$ cat src/rtl/clk_div_multi.sv
// clk_div_multi: CH independent programmable clock dividers / PWM generators.
//
// Each channel runs a W-bit counter 0..P and wraps. Outputs are registered
// from the next-state counter, so out_o lines up with the counter value seen
// in the same cycle. Configuration writes go straight to the active
// registers while a channel is disabled. While it is enabled they go to a
// shadow copy that is applied at the next wrap, or immediately when en_i
// falls.
//
// Ports:
//   clk_i     system clock, rising edge
//   rst_i     asynchronous active-high reset
//   en_i      [CH]  per-channel run enable
//   wr_i      configuration write strobe
//   sel_i     [SW]  target channel; indices >= CH match no channel
//   period_i  [W]   period register P (period = P+1 cycles)
//   duty_i    [W]   duty register D (high cycles, PWM / one-shot)
//   mode_i    [2]   0 off, 1 square, 2 PWM, 3 one-shot
//   out_o     [CH]  divided / PWM output
//   tick_o    [CH]  one-cycle pulse after each wrap
module clk_div_multi #(
  parameter int         CH         = 4,
  parameter int         W          = 26,
  parameter int         DEF_PERIOD = 49999999,
  parameter int         DEF_DUTY   = 25000000,
  parameter logic [1:0] DEF_MODE   = 2'd1,
  localparam int        SW         = (CH > 1) ? $clog2(CH) : 1
) (
  input  logic          clk_i,
  input  logic          rst_i,
  input  logic [CH-1:0] en_i,
  input  logic          wr_i,
  input  logic [SW-1:0] sel_i,
  input  logic [W-1:0]  period_i,
  input  logic [W-1:0]  duty_i,
  input  logic [1:0]    mode_i,
  output logic [CH-1:0] out_o,
  output logic [CH-1:0] tick_o
);

  // Output level for counter value c under the given configuration.
  // One-shot shares the PWM test; c never exceeds P, so c < D gives min(D, P+1).
  function automatic logic high_cond(input logic [1:0] m, input logic [W-1:0] c,
                                     input logic [W-1:0] p, input logic [W-1:0] d);
    logic [W:0] half;
    half = ({1'b0, p} + {{W{1'b0}}, 1'b1}) >> 1;
    case (m)
      2'd1:    high_cond = ({1'b0, c} < half);
      2'd2,
      2'd3:    high_cond = (c < d);
      default: high_cond = 1'b0;
    endcase
  endfunction

  for (genvar g = 0; g < CH; g++) begin : g_ch
    logic [W-1:0] cnt_q, cnt_d, per_q, per_d, duty_q, duty_d;
    logic [W-1:0] sper_q, sper_d, sduty_q, sduty_d;
    logic [1:0]   mode_q, mode_d, smode_q, smode_d;
    logic         pend_q, pend_d, run_q, run_d, done_q, done_d;
    logic         out_q, out_d, tick_q, tick_d;
    logic         hit, wrap;

    always_comb begin
      hit     = wr_i && (sel_i == SW'(g));
      wrap    = 1'b0;
      cnt_d   = cnt_q;
      per_d   = per_q;
      duty_d  = duty_q;
      mode_d  = mode_q;
      sper_d  = sper_q;
      sduty_d = sduty_q;
      smode_d = smode_q;
      pend_d  = pend_q;
      run_d   = run_q;
      done_d  = done_q;
      out_d   = 1'b0;
      tick_d  = 1'b0;
      if (!en_i[g]) begin
        // Disabled: park at 0; a pending shadow is flushed, and a write on
        // this edge lands directly in the active registers and wins.
        cnt_d  = '0;
        run_d  = 1'b0;
        done_d = 1'b0;
        if (pend_q) begin
          per_d  = sper_q;
          duty_d = sduty_q;
          mode_d = smode_q;
          pend_d = 1'b0;
        end
        if (hit) begin
          per_d  = period_i;
          duty_d = duty_i;
          mode_d = mode_i;
        end
      end else begin
        if (hit) begin
          sper_d  = period_i;
          sduty_d = duty_i;
          smode_d = mode_i;
          pend_d  = 1'b1;
        end
        if (!run_q) begin
          // First enabled edge presents counter 0 with its output level.
          run_d = 1'b1;
          cnt_d = '0;
          out_d = high_cond(mode_q, '0, per_q, duty_q);
        end else if (!done_q) begin
          wrap   = (cnt_q == per_q);
          tick_d = wrap;
          if (wrap) begin
            cnt_d = '0;
            // The shadow applied here is the one held before this edge; a
            // write on the same edge stays pending for the next wrap.
            if (pend_q) begin
              per_d  = sper_q;
              duty_d = sduty_q;
              mode_d = smode_q;
              if (!hit) pend_d = 1'b0;
            end
            if (mode_q == 2'd3) done_d = 1'b1;
          end else begin
            cnt_d = cnt_q + W'(1);
          end
          out_d = !done_d && high_cond(mode_d, cnt_d, per_d, duty_d);
        end
      end
    end

    always_ff @(posedge clk_i or posedge rst_i) begin
      if (rst_i) begin
        cnt_q   <= '0;
        per_q   <= W'(DEF_PERIOD);
        duty_q  <= W'(DEF_DUTY);
        mode_q  <= DEF_MODE;
        sper_q  <= W'(DEF_PERIOD);
        sduty_q <= W'(DEF_DUTY);
        smode_q <= DEF_MODE;
        pend_q  <= 1'b0;
        run_q   <= 1'b0;
        done_q  <= 1'b0;
        out_q   <= 1'b0;
        tick_q  <= 1'b0;
      end else begin
        cnt_q   <= cnt_d;
        per_q   <= per_d;
        duty_q  <= duty_d;
        mode_q  <= mode_d;
        sper_q  <= sper_d;
        sduty_q <= sduty_d;
        smode_q <= smode_d;
        pend_q  <= pend_d;
        run_q   <= run_d;
        done_q  <= done_d;
        out_q   <= out_d;
        tick_q  <= tick_d;
      end
    end

    assign out_o[g]  = out_q;
    assign tick_o[g] = tick_q;
  end

endmodule

$ cat config.mk
export PLATFORM = sky130hd
export DESIGN_NAME = clk_div_multi
export DESIGN_NICKNAME = d
export VERILOG_FILES = /design/src/rtl/clk_div_multi.sv
export SDC_FILE = /design/constraint.sdc
export NUM_CORES = 2
export LEC_CHECK = 0
export BUFFER_PORTS_ARGS = -buffer_cell sky130_fd_sc_hd__buf_2
export CORE_MARGIN = 3
export CORE_UTILIZATION = 40
export DETAILED_ROUTE_END_ITERATION = 16
export GPL_ROUTABILITY_DRIVEN = 0
export SYNTH_ARGS = -nofsm -noshare
export SYNTH_HDL_FRONTEND = slang
export SYNTH_SLANG_ARGS = --single-unit
$ cat constraint.sdc
create_clock -name clk_i -period 22 [get_ports clk_i]
set_input_delay 1.1 -clock clk_i [delete_from_list [all_inputs] [get_ports clk_i]]
set_output_delay 1.1 -clock clk_i [all_outputs]
set_load 0.02 [all_outputs]
==> results.sh <==
export IMPL_grt_pass1_wl_mm=215
export IMPL_grt_start_max_net_pins=148
export IMPL_ant_nets=0
export IMPL_syn_area_um2=43000
export IMPL_syn_avg_cell_area_um2=8.92
export IMPL_rsz0062_at_grt="false"
export IMPL_synth_edf_count=0
export IMPL_synthArstFlopShare_pct=100
export IMPL_setup_tns_ns=0
export IMPL_wl_mm=141
export IMPL_synthesis_nets=5100
export IMPL_ys_flop_type="dfrtp_1"
export IMPL_slew_headroom_pct=20.5
export IMPL_wl_per_cell_um=23.3
export IMPL_max_cap_violations=0
export IMPL_synth_cell_types=81
export IMPL_synth_top_cells_by_area="dfrtp_1, dfstp_2, mux2i_1"
export IMPL_seq_area_frac_synth_pct=33.1
export IMPL_cts_max_level=3
export IMPL_crit_required_ns=22.56
export IMPL_fin_worst_skew_ns=0.0219
export IMPL_first_global_vias=34100
export IMPL_min_path_cells=1
export IMPL_setup_worst_path_start_class="register"
export IMPL_period_minus_slack_ns=6.20
export IMPL_synthesis_yosys_warnings=0
export IMPL_synthCells=4825
export IMPL_dp_hpwl_mm=96.7
export IMPL_crit_type="reg2reg"
export IMPL_r2r_cells=21
export IMPL_clkTransAtPathRegs_ns=0.06
export IMPL_vdd_drop_max_v=0.0000485
export IMPL_drtIter0Drc=3266
export IMPL_grt_ovfl_total=0
export IMPL_critPathCaptureType="register"
export IMPL_route_detailed_drc=0
export IMPL_period_share_pct=28.2
export IMPL_dr_pass1_iters=7
export IMPL_yosysTopAreaCellShare_pct=17.9
export IMPL_root_buffer="clkbuf_16"
export IMPL_via_per_inst=6.04
export IMPL_gr_usage_met3_pct=3.90
export IMPL_final_hold_viol_count=0
export IMPL_ys_seq_elements=556
export IMPL_crit_fanout=43
export IMPL_power_leakage_nw=20.4
export IMPL_worst_slew_pin_slew_ns=1.19
export IMPL_power_total_mw=3.67
export IMPL_hold_path_class="reg2reg"
export IMPL_cts_setup_buffers=0
export IMPL_die_w_um=334
export IMPL_cts_tree="built"
export IMPL_via_count=36600
export IMPL_syn2layout_area_growth_pct=8.05
export IMPL_setup_viol=0
export IMPL_gr_max_usage_layer="met2"
export IMPL_cts_resized=0
export IMPL_synth_most_common_cell="nor2_1"
export IMPL_cts_buffers=68
export IMPL_dieArea_um2=112000
export IMPL_grt_use_met2_pct=37.2
export IMPL_fp_dieH_um=334
export IMPL_drive_gt1_share_pct=16.2
export IMPL_run_status="finished, final reports clean"
export IMPL_synthTopCellsByCount="nor2_1, mux2i_1, nand2_1, dfrtp_1, clkbuf_1"
export IMPL_ios=71
export IMPL_max_freq_mhz=161
export IMPL_antenna_found_initial=3
export IMPL_nNetsFinal=4891
export IMPL_clockBufferDepth=3
export IMPL_power_density_nw_per_um2=78.9
export IMPL_slew_viol_final=0
export IMPL_initial_core_util_pct=40.6
export IMPL_yosys_area_top_type="dfrtp_1"
export IMPL_cts_sinks=556
export IMPL_fp_row_count=119
export IMPL_arrival_ns=6.76
export IMPL_portBuffers=70
export IMPL_grt_usage_pct=24.6
export IMPL_clkLatencyLatePin_ns=0.64
export IMPL_met1_usage_pct=35.3
export IMPL_hold_buffers=0
export IMPL_core_region_area_um2=106000
==> routing by layer <==
metal / wire length (µm) / part of all wire, %
met2: 60700 / 43
met3: 9970 / 7.1
met1: 64400 / 46
met5: 0 / 0
met4: 5950 / 4.2
==> sequential cells by signal, summed over array words and instances (netlist names) <==
name,count
g_ch.done_q,4
g_ch.smode_q,8
g_ch.sduty_q,104
g_ch.out_q,4
g_ch.sper_q,104
g_ch.pend_q,4
g_ch.tick_q,4
g_ch.per_q,104
g_ch.run_q,4
g_ch.duty_q,104
g_ch.cnt_q,104
g_ch.mode_q,8
==> layout by cell type (no fill, tap or decap), drive strengths merged, types with 16 or more instances in the layout <==
| master | netlist | final |
|---|---|---|
| or3 | 21 | 21 |
| and3 | 76 | 76 |
| a31oi | 27 | 27 |
| and4 | 26 | 26 |
| and2 | 19 | 19 |
| clkbuf | 307 | 103 |
| dfstp | 248 | 248 |
| a21oi | 285 | 285 |
| nand4 | 110 | 110 |
| a21o | 107 | 107 |
| ha | 212 | 212 |
| nor3 | 66 | 66 |
| nand3 | 125 | 125 |
| buf | 91 | 119 |
| o31ai | 25 | 25 |
| nor2b | 25 | 25 |
| xnor2 | 136 | 136 |
| nor4 | 73 | 73 |
| o21ai | 289 | 289 |
| dfrtp | 308 | 308 |
| nand2 | 359 | 359 |
| nor2 | 508 | 508 |
| mux2i | 504 | 504 |
| nor3b | 16 | 16 |
| mux2 | 229 | 229 |
| a22o | 77 | 77 |
| o211ai | 59 | 59 |
| xor2 | 197 | 197 |
| a211oi | 109 | 109 |
| inv | 37 | 38 |
==> power by group <==
group	internal [mW]	switching, mW
clock	0.754	0.491
combinational	0.394	0.477
sequential	1.27	0.283
total	2.42	1.25
==> stage by stage <==
stage	setup slack (ns)	instance area (µm²)	hold slack [ns]	cells	utilization (%)
final	15.80	46500	0.506	6065	43.9
after global routing	15.30	46500	0.533	6062	43.9
after CTS	15.90	46500	0.507	6062	43.9
after detailed placement	15.91	44000	0.492	5937	41.5
after global placement	16.10	44000	0.483	5937	41.5
after floorplan	5.76	43000	0.474	4825	-
==> path summary, 6_finish.rpt <==
check | slack, ns | endpoint | startpoint
setup reg to reg | 15.80 | g_ch[1].out_q$_DFF_PP0_ | g_ch[1].per_q[20]$_DFFE_PP1P_
min in group asynchronous | 0.59 | g_ch[2].sper_q[9]$_DFFE_PP0P_ | rst_i
max in group asynchronous | 18.52 | g_ch[0].pend_q$_DFF_PP0_ | rst_i
hold reg to reg | 0.51 | g_ch[2].sduty_q[25]$_DFFE_PP0P_ | g_ch[2].sduty_q[25]$_DFFE_PP0P_
setup / recovery | 15.80 | g_ch[1].out_q$_DFF_PP0_ | g_ch[1].per_q[20]$_DFFE_PP1P_
hold / removal | 0.51 | g_ch[2].sduty_q[25]$_DFFE_PP0P_ | g_ch[2].sduty_q[25]$_DFFE_PP0P_
==> layout make-up <==
| cell class | count | area, µm² |
|---|---|---|
| fillers | 10300 | 59500 |
| well taps | 1391 | 1740 |
| clock inverters | 22 | 328 |
| clock buffers | 103 | 2140 |
| multi-input cells | 3833 | 27200 |
| flip-flops and latches | 556 | 14200 |
| inverters | 38 | 150 |
| repair buffers | 119 | 741 |
| diodes | 3 | 7.51 |
==> logic make-up (layout without fill, tap and decap cells) <==
group                    count (synthesis)  after routing  synth area share (%)
AND/OR/NAND/NOR                       1483           1483                  16.4
AO/OA/AOI/OAI                         1072           1072                  15.9
multiplexers                           733            733                  17.7
buffers and inverters                  436            282                  4.01
adder cells (fa/ha/maj)                212            212                  6.16
other                                    0              3                     0
flip-flops                             556            556                  33.1
XOR/XNOR                               333            333                  6.78
==> worst max-delay path: stages (launching register included) <==
cell       delay (ns)
dfstp_2          0.65
xnor2_1          0.16
nand4_1          0.18
nor4_2           0.77
and2_1           0.22
buf_4            0.41
nor2_1           0.07
a21oi_1          0.19
ha_1             0.50
nand4_1          0.15
mux2i_1          0.50
nand2_1          0.10
nor2_1           0.14
xnor2_1          0.14
ha_1             0.26
a2111oi_0        0.31
o21ai_0          0.15
o211ai_1         0.12
a21oi_1          0.14
o41a_1           0.42
o41a_1           0.36
o21ai_0          0.14
Note: power is estimated with default switching activity, not from simulation.
